$ cat src/rtl/armcpu_pkg.sv
`default_nettype none
// ============================================================================
// Module   : armcpu_pkg
// Purpose  : Shared widths, register indices, addressing-mode encoding and
//            sequencer state encoding for the LDM/STM transfer engine.
// Revision : 1.0 - initial release
// ============================================================================
package armcpu_pkg;

  localparam int WORD_SIZE  = 32;
  localparam int NUM_REGS   = 16;
  localparam int ADDR_WIDTH = 4;

  // r15 is the program counter
  localparam logic [ADDR_WIDTH-1:0] PC_IDX = 4'd15;

  // Addressing mode as {up, pre}
  typedef enum logic [1:0] {
    MODE_DA = 2'b00,
    MODE_DB = 2'b01,
    MODE_IA = 2'b10,
    MODE_IB = 2'b11
  } addr_mode_e;

  typedef enum logic [1:0] {
    ST_IDLE  = 2'd0,
    ST_XFER  = 2'd1,
    ST_WBACK = 2'd2,
    ST_DONE  = 2'd3
  } state_e;

endpackage
`default_nettype wire

$ cat src/rtl/ldm_stm_sequencer_lsb.sv
`default_nettype none
// ============================================================================
// Module   : lowest_set_bit
// Purpose  : Combinational priority encoder (lowest set bit) plus popcount
//            over a register list.
// Revision : 1.0 - initial release
// ============================================================================
module lowest_set_bit
  import armcpu_pkg::*;
#(
  parameter int NUM_REGS   = armcpu_pkg::NUM_REGS,
  parameter int ADDR_WIDTH = armcpu_pkg::ADDR_WIDTH
) (
  input  logic [NUM_REGS-1:0]   vec,
  output logic [ADDR_WIDTH-1:0] idx,
  output logic [ADDR_WIDTH:0]   count
);

  // Scan high to low so the last hit written is the lowest set bit
  always_comb begin
    idx   = '0;
    count = '0;
    for (int i = NUM_REGS - 1; i >= 0; i--) begin
      if (vec[i]) begin
        idx = ADDR_WIDTH'(i);
      end
      count = count + (ADDR_WIDTH + 1)'(vec[i]);
    end
  end

endmodule
`default_nettype wire

$ cat src/rtl/ldm_stm_sequencer.sv
`default_nettype none
// ============================================================================
// Module   : ldm_stm_sequencer
// Purpose  : LDM/STM multi-register transfer engine. Walks the register list
//            lowest-first, one memory beat per register, with optional base
//            writeback at the end of the instruction.
// Revision : 1.0 - initial release
// ============================================================================
module ldm_stm_sequencer #(
  parameter int WORD_SIZE       = armcpu_pkg::WORD_SIZE,
  parameter int NUM_REGS        = armcpu_pkg::NUM_REGS,
  parameter int ADDR_WIDTH      = armcpu_pkg::ADDR_WIDTH,
  parameter int PC_STORE_OFFSET = 8
) (
  input  logic                  clk,
  input  logic                  reset,
  input  logic                  start,
  input  logic                  is_load,
  input  logic                  up,
  input  logic                  pre,
  input  logic                  wback,
  input  logic [ADDR_WIDTH-1:0] base_reg,
  input  logic [WORD_SIZE-1:0]  base_addr,
  input  logic [NUM_REGS-1:0]   reg_list,
  output logic                  busy,
  output logic                  done,
  output logic                  mem_req,
  output logic                  mem_we,
  output logic [WORD_SIZE-1:0]  mem_addr,
  output logic [WORD_SIZE-1:0]  mem_wdata,
  input  logic [WORD_SIZE-1:0]  mem_rdata,
  input  logic                  mem_ready,
  output logic [ADDR_WIDTH-1:0] read_rn,
  input  logic [WORD_SIZE-1:0]  rn_out,
  input  logic [WORD_SIZE-1:0]  pc_out,
  output logic                  rd_we,
  output logic [ADDR_WIDTH-1:0] write_rd,
  output logic [WORD_SIZE-1:0]  rd_in,
  output logic                  pc_we,
  output logic [WORD_SIZE-1:0]  pc_in
);

  import armcpu_pkg::*;

  state_e                  state_q, state_d;
  logic [NUM_REGS-1:0]     list_q, list_d;
  logic [WORD_SIZE-1:0]    addr_q, addr_d;
  logic [WORD_SIZE-1:0]    final_q, final_d;
  logic                    is_load_q, is_load_d;
  logic                    wback_q, wback_d;
  logic                    base_in_list_q, base_in_list_d;
  logic [ADDR_WIDTH-1:0]   base_reg_q, base_reg_d;

  logic [NUM_REGS-1:0]     enc_vec;
  logic [ADDR_WIDTH-1:0]   enc_idx;
  logic [ADDR_WIDTH:0]     enc_cnt;
  logic [WORD_SIZE-1:0]    four_n;
  addr_mode_e              mode;

  // One encoder serves both the command decode (IDLE) and the list walk
  assign enc_vec = (state_q == ST_IDLE) ? reg_list : list_q;

  lowest_set_bit #(
    .NUM_REGS   (NUM_REGS),
    .ADDR_WIDTH (ADDR_WIDTH)
  ) u_lsb (
    .vec   (enc_vec),
    .idx   (enc_idx),
    .count (enc_cnt)
  );

  assign four_n = {{(WORD_SIZE - ADDR_WIDTH - 3){1'b0}}, enc_cnt, 2'b00};
  assign mode   = addr_mode_e'({up, pre});

  // State and latched-command registers
  always_ff @(posedge clk or negedge reset) begin
    if (!reset) begin
      state_q        <= ST_IDLE;
      list_q         <= '0;
      addr_q         <= '0;
      final_q        <= '0;
      is_load_q      <= 1'b0;
      wback_q        <= 1'b0;
      base_in_list_q <= 1'b0;
      base_reg_q     <= '0;
    end else begin
      state_q        <= state_d;
      list_q         <= list_d;
      addr_q         <= addr_d;
      final_q        <= final_d;
      is_load_q      <= is_load_d;
      wback_q        <= wback_d;
      base_in_list_q <= base_in_list_d;
      base_reg_q     <= base_reg_d;
    end
  end

  // Next-state, command latch and all port outputs
  always_comb begin
    state_d        = state_q;
    list_d         = list_q;
    addr_d         = addr_q;
    final_d        = final_q;
    is_load_d      = is_load_q;
    wback_d        = wback_q;
    base_in_list_d = base_in_list_q;
    base_reg_d     = base_reg_q;

    busy      = 1'b0;
    done      = 1'b0;
    mem_req   = 1'b0;
    mem_we    = 1'b0;
    mem_addr  = '0;
    mem_wdata = '0;
    read_rn   = '0;
    rd_we     = 1'b0;
    write_rd  = '0;
    rd_in     = '0;
    pc_we     = 1'b0;
    pc_in     = '0;

    case (state_q)
      ST_IDLE: begin
        if (start) begin
          list_d         = reg_list;
          is_load_d      = is_load;
          wback_d        = wback;
          base_reg_d     = base_reg;
          base_in_list_d = reg_list[base_reg];
          case (mode)
            MODE_IA: addr_d = base_addr;
            MODE_IB: addr_d = base_addr + WORD_SIZE'(4);
            MODE_DA: addr_d = base_addr - four_n + WORD_SIZE'(4);
            default: addr_d = base_addr - four_n;
          endcase
          final_d = up ? (base_addr + four_n) : (base_addr - four_n);
          state_d = (enc_cnt != '0) ? ST_XFER : ST_DONE;
        end
      end

      ST_XFER: begin
        busy     = 1'b1;
        mem_req  = 1'b1;
        mem_we   = !is_load_q;
        mem_addr = addr_q;
        if (!is_load_q) begin
          read_rn   = enc_idx;
          // A stored PC reads ahead by the pipeline offset
          mem_wdata = (enc_idx == PC_IDX) ? (pc_out + WORD_SIZE'(PC_STORE_OFFSET)) : rn_out;
        end
        if (mem_ready) begin
          if (is_load_q) begin
            if (enc_idx == PC_IDX) begin
              pc_we = 1'b1;
              pc_in = mem_rdata & ~WORD_SIZE'(3);
            end else begin
              rd_we    = 1'b1;
              write_rd = enc_idx;
              rd_in    = mem_rdata;
            end
          end
          addr_d = addr_q + WORD_SIZE'(4);
          list_d = list_q & ~(NUM_REGS'(1) << enc_idx);
          if (enc_cnt == (ADDR_WIDTH + 1)'(1)) begin
            // A loaded base wins over writeback
            state_d = (wback_q && !(is_load_q && base_in_list_q)) ? ST_WBACK : ST_DONE;
          end
        end
      end

      ST_WBACK: begin
        busy     = 1'b1;
        rd_we    = 1'b1;
        write_rd = base_reg_q;
        rd_in    = final_q;
        state_d  = ST_DONE;
      end

      ST_DONE: begin
        done    = 1'b1;
        state_d = ST_IDLE;
      end

      default: state_d = ST_IDLE;
    endcase
  end

endmodule
`default_nettype wire

$ cat config.mk
export PLATFORM = sky130hd
export DESIGN_NAME = ldm_stm_sequencer
export DESIGN_NICKNAME = d
export VERILOG_FILES = /design/src/rtl/armcpu_pkg.sv /design/src/rtl/ldm_stm_sequencer_lsb.sv /design/src/rtl/ldm_stm_sequencer.sv
export SDC_FILE = /design/constraint.sdc
export NUM_CORES = 1
export LEC_CHECK = 0
export CELL_PAD_IN_SITES_DETAIL_PLACEMENT = 0
export CELL_PAD_IN_SITES_GLOBAL_PLACEMENT = 1
export CORE_MARGIN = 10
export CORE_UTILIZATION = 40
export DETAILED_ROUTE_END_ITERATION = 10
export DONT_BUFFER_PORTS = 1
export PLACE_DENSITY_LB_ADDON = 0.1
export SYNTH_ARGS = -nofsm -noshare
export SYNTH_HDL_FRONTEND = slang
export SYNTH_HIERARCHICAL = 1
export SYNTH_SLANG_ARGS = --single-unit
$ cat constraint.sdc
create_clock -name clk -period 9 [get_ports clk]
set_input_delay 0.9 -clock clk [delete_from_list [all_inputs] [get_ports clk]]
set_output_delay 0.9 -clock clk [all_outputs]
set_load 0.05 [all_outputs]
# Word-level counts from Yosys, hierarchy flattened
# Cells that the tools add are included.
[word_totals]
reg_bits = 89
in_bits = 156
output_inout_bits = 142
elab_cells = 118
[classes]
n_addsub = 21
n_lt_le_gt_ge = 1
n_eq_ne = 10
shifts = 1
n_mux = 63
bitwise = 2
n_reduce_logical = 12
[ops]
columns = ["cell", "n"]
rows = [
  ["32-bit 2-to-1 mux", 14],
  ["32-bit one-hot mux with 2 select lines", 2],
  ["32-bit by 3-bit adder with 32-bit output (second input constant)", 3],
  ["32-bit one-hot mux with 3 select lines", 1],
  ["4-bit 2-to-1 mux", 21],
  ["5-bit by 1-bit adder with 5-bit output", 14],
  ["16-bit 2-to-1 mux", 3],
  ["32-bit by 4-bit adder with 32-bit output (second input constant)", 1],
  ["32-bit by 7-bit adder with 32-bit output", 1],
  ["16-bit one-hot mux with 2 select lines", 1],
  ["32-bit by 7-bit subtractor with 32-bit output", 1],
  ["16-bit bitwise AND", 1],
  ["16-bit NOT", 1],
  ["1-bit by 4-bit << shifter with 16-bit output (first input constant)", 1],
  ["1-bit 2-to-1 mux", 13],
  ["2-bit equality test (second input constant)", 4],
  ["2-bit 2-to-1 mux", 4],
  ["2-bit one-hot mux with 4 select lines", 1],
  ["4-bit one-hot mux with 2 select lines", 1],
  ["2-bit != test (second input constant)", 3],
  ["3-bit AND reduction", 2],
  ["5-bit by 1-bit equality test with 1-bit output (second input constant)", 1],
  ["4-bit by 5-bit less-than comparator with 1-bit output (second input constant)", 1],
  ["5-bit nonzero test", 1],
  ["11 further kinds", 14],
]

# Longest topological paths before layout
[logic_depth]
word_depth = 23
ltp_mapped = 29
ltp_nobuf = 24

# Modules after synthesis
# The synthesis kept the hierarchy.
[modules_own_cells]
columns = ["mod", "instances", "cells_per_inst", "area_per_inst_um2"]
rows = [
  ["ldm_stm_sequencer", 1, 1437, 10555.1],
  ["lowest_set_bit", 1, 68, 558.0],
]

# Worst setup path after synthesis
# No wires, ideal clock.
[synth_path]
path_type = "flip-flop to flip-flop"
from = "register state_q[0]"
to = "register addr_q[31]"
t_arrival_ps = 7577
t_required_ps = 8876
path_slack_ps = 1299
stages_incl_launch_ff = 25
path_buffers = 3
synth_period_minus_slack_ps = 7701
path_cell_list = "dfrtp_1 inv_1 ha_1 clkbuf_1 clkbuf_1 mux2_2 fa_1 inv_1 fa_1 fa_1 fa_1 fa_1 fa_1 nor2b_1 o21a_1 inv_1 ha_1 buf_6 a2111oi_2 nand4_1 a222oi_1 nand2_1 or4_4 o41a_1 a211o_1"
[synth_rtl]
columns = ["element", "line", "text"]
rows = [
  ["start, declared", "ldm_stm_sequencer.sv:45", "state_e state_q, state_d;"],
  ["start signal, assigned", "ldm_stm_sequencer.sv:87", "state_q <= state_d;"],
  ["2-bit logical NOT *", "ldm_stm_sequencer.sv:61", "assign enc_vec = (state_q == ST_IDLE) ? reg_list : list_q;"],
  ["16-bit 2-to-1 mux *", "ldm_stm_sequencer.sv:61", ""],
  ["net enc_vec[5]", "ldm_stm_sequencer.sv:54", "logic [NUM_REGS-1:0] enc_vec;"],
  ["5-bit by 1-bit adder with 5-bit output * (6 in series)", "ldm_stm_sequencer_lsb.sv:27", "count = count + (ADDR_WIDTH + 1)'(vec[i]);"],
  ["net enc_cnt[4]", "ldm_stm_sequencer.sv:56", "logic [ADDR_WIDTH:0] enc_cnt;"],
  ["32-bit by 7-bit subtractor with 32-bit output *", "ldm_stm_sequencer.sv:133, ldm_stm_sequencer.sv:134", ""],
  ["32-bit by 3-bit adder with 32-bit output", "ldm_stm_sequencer.sv:133", "MODE_DA: addr_d = base_addr - four_n + WORD_SIZE'(4);"],
  ["32-bit one-hot mux with 3 select lines *", "ldm_stm_sequencer.sv:130", "case (mode)"],
  ["32-bit 2-to-1 mux *", "ldm_stm_sequencer.sv:124", "if (start) begin"],
  ["32-bit one-hot mux with 2 select lines *", "ldm_stm_sequencer.sv:122", "case (state_q)"],
  ["end signal, assigned", "ldm_stm_sequencer.sv:89", "addr_q <= addr_d;"],
  ["end, declared", "ldm_stm_sequencer.sv:47", "logic [WORD_SIZE-1:0] addr_q, addr_d;"],
]
# Mark *: on every way through the listed nets, which the timed path passes. The rest lies on a longest branch. The select of a mux whose other input is x is not followed.
# A chain may end at the register's enable or synchronous reset.

# Final worst setup path
# Same ends and word-level chain as after synthesis.

==> metrics.txt <==
clk root buf=clkbuf_16; Peak VDD IR=0.0750 mV; CTS resizes=0; Diodes inserted=0; Die X=187 um; Clock transition at path regs=70 ps; top cells by area, synth=dfrtp_1, nand2_1, xnor2_1; highest-count cells in the layout ignoring fill and taps=nand2_1, nor2_1, o21ai_0; Synth Warn #=6; final net count=1626; Max Cap Violations=0; largest net degree at the start of global routing=90; post-CTS setup buffers=0; layout filler cell count=2895; Tmin final=8390 ps; Worst Max-Slew Pin Slew=1070 ps; crit-path cells=inv_1, ha_1, mux2_2, fa_1, inv_1, fa_1, fa_1, fa_1, fa_1, fa_1, nor2b_1, o21a_1, inv_1, ha_1, o211a_1, a21boi_2, o211ai_1, a222oi_1, nand2_1, or4_4, o41a_1, a211o_1; Yosys top cell area share=20.0%; Cell Pwr Density=91.6 nW/um^2; Core ar.=27200 sq um; slew margin rel.=29.1%; Antenna Nets Post-Route=0; total track usage=23.4%; Leak=4.36 nW; IO Count=298; Highest Clock Rate=119 MHz; Critical Path Fanout Max=17; CP arrival=8630 ps; fin crit share=93.2%; First-pass DRT Iterations=7; post-synthesis sequential area ratio=20.0%; row count=60; CTS max path bufs=2; average wire per standard cell=23.6 um; CP delay by family, top=adder cells; number of antenna violations at the first check in global routing=2; Seq cells post-synth=89; TritonCTS Buffers=9; outcome=finished clean; most common cell after layout, fill and taps aside=nand2_1; Crit-path slowest cell=ha_1; Via Count=11200; post-DP HPWL=33500 um; fin util=43.5%; share of layout cells above drive strength 1=10.0%; CP endpoint kind=flop; slowest stage delay, CP=630 ps; Cell variety after synth=92; I/O Buffers=0; ys flop type=dfrtp_1; Mapped Area=11100 sq um; Starting Density=40.9%; CP bufs+invs=3; crit-path most repeated cell=fa_1; Die Ht=187 um; final hold violations=0; final wirelength=42600 um; RSZ-0062 raised after global routing=no; Final Setup Violations=0; final setup TNS=0 ps; P&R area growth vs syn=6.26%; Worst-Skew Late Latency=360 ps; vias in the first global route=10900; synthesized instance count=1505; fin. max-slew vios=0; leading area contributor after synthesis=dfrtp_1; Crit path required time=9250 ps; die area=34800 sq um; First DRT Iteration DRCs=931; worst hold path class=in2async; syn avg cell area=7.38 sq um; Async S/R FF share, synth=100%; RePlAce Congestion=0.946; critical path class=reg2reg; global-route wire length before repair=66100 um; Vias/cell=6.17; CTS Hold Bufs=0; H-tree lvl count=3; EDFF count, synth=0; clk sinks=89; DRC violations left=0; critical path launch point type=flop; CTS tree=built; Clock Skew=12.0 ps; gr ovfl total=0
-- cells by family (layout without fill, tap and decap cells) --
| family | count (synthesis) | count (layout) | share of synthesized area, % |
|---|---|---|---|
| xor gates and xnor gates | 93 | 93 | 7.46 |
| other | 1 | 2 | 0.0337 |
| and+or+nand+nor | 666 | 666 | 31.4 |
| DFF | 89 | 89 | 20.0 |
| buffers and inverters | 164 | 94 | 5.93 |
| adders and majority gates | 39 | 39 | 5.20 |
| muxes | 46 | 46 | 5.01 |
| AOI/OAI and AO/OA | 407 | 407 | 24.9 |
-- flip-flops by register name, indices dropped and copies added, names as in the netlist --
name / cells
addr_q: 32
base_in_list_q: 1
base_reg_q: 4
final_q: 32
is_load_q: 1
list_q: 16
state_q: 2
wback_q: 1
-- report_power, final --
part	switching, W	leakage, nW	internal [W]	total, W
clock network	0.000191	0.162	0.000256	0.000447
registers	0.00000851	1.22	0.000404	0.000413
logic	0.000152	2.98	0.0000698	0.000222
-- cell usage after synthesis (all sizes together), types with 18 or more instances --
| master | n |
|---|---|
| xnor2 | 61 |
| mux2 | 27 |
| and2 | 74 |
| nand4 | 35 |
| a211oi | 33 |
| a22oi | 39 |
| and3 | 21 |
| nand3 | 55 |
| nor2 | 120 |
| inv | 51 |
| a21oi | 68 |
| nor4 | 24 |
| ha | 27 |
| nand2 | 174 |
| o22ai | 18 |
| clkbuf | 90 |
| o21ai | 104 |
| xor2 | 32 |
| dfrtp | 89 |
| buf | 21 |
| nor2b | 44 |
| nor3 | 31 |
-- layout make-up --
| type | instances | area [sq um] | share of cell area, % |
|---|---|---|---|
| flip-flops and latches | 89 | 2230 | 18.9 |
| clock inverters | 6 | 96.3 | 0.816 |
| clock buffers | 10 | 239 | 2.02 |
| inverters | 53 | 199 | 1.68 |
| repair buffers | 25 | 188 | 1.59 |
| multi-input cells | 1253 | 8390 | 71.1 |
| well taps | 372 | 465 | 3.94 |
-- layer usage --
| metal | global-route usage (%) | wire, um | up-vias |
|---|---|---|---|
| met5 | 0 | 0 | - |
| met2 | 39.5 | 20900 | 419 |
| met3 | 4.45 | 2750 | 57 |
| met4 | 6.92 | 1050 | 0 |
| met1 | 29.6 | 17900 | 5362 |
| li1 | - | - | 5317 |
-- through the flow --
step / total power, W / hold WS (ps) / worst slack (ps) / instances / instance area (sq um)
finish: 0.00108 / 236 / 615 / 1808 / 11800
global route: 0.00113 / 221 / 77.1 / 1808 / 11800
CTS: 0.00109 / 221 / 597 / 1808 / 11800
detailed placement: 0.000641 / 463 / 622 / 1792 / 11500
global placement: 0.000640 / 456 / 771 / 1792 / 11500
floorplan: 0.000607 / 442 / 1300 / 1506 / 11100
-- path summary, 6_finish.rpt --
check	startpoint	to	slack, ps	depth (start not counted)
max in group asynchronous	reset	addr_q[26]	8490	0
min in group clk	addr_q[1]	addr_q[1]	470	2
worst min register to register	addr_q[1]	addr_q[1]	470	2
worst max-delay path	state_q[0]	addr_q[31]	610	22
worst min-delay path	reset	final_q[18]	240	0
worst max register to register	state_q[0]	addr_q[31]	610	22
Power figures use the tool's default switching activity.
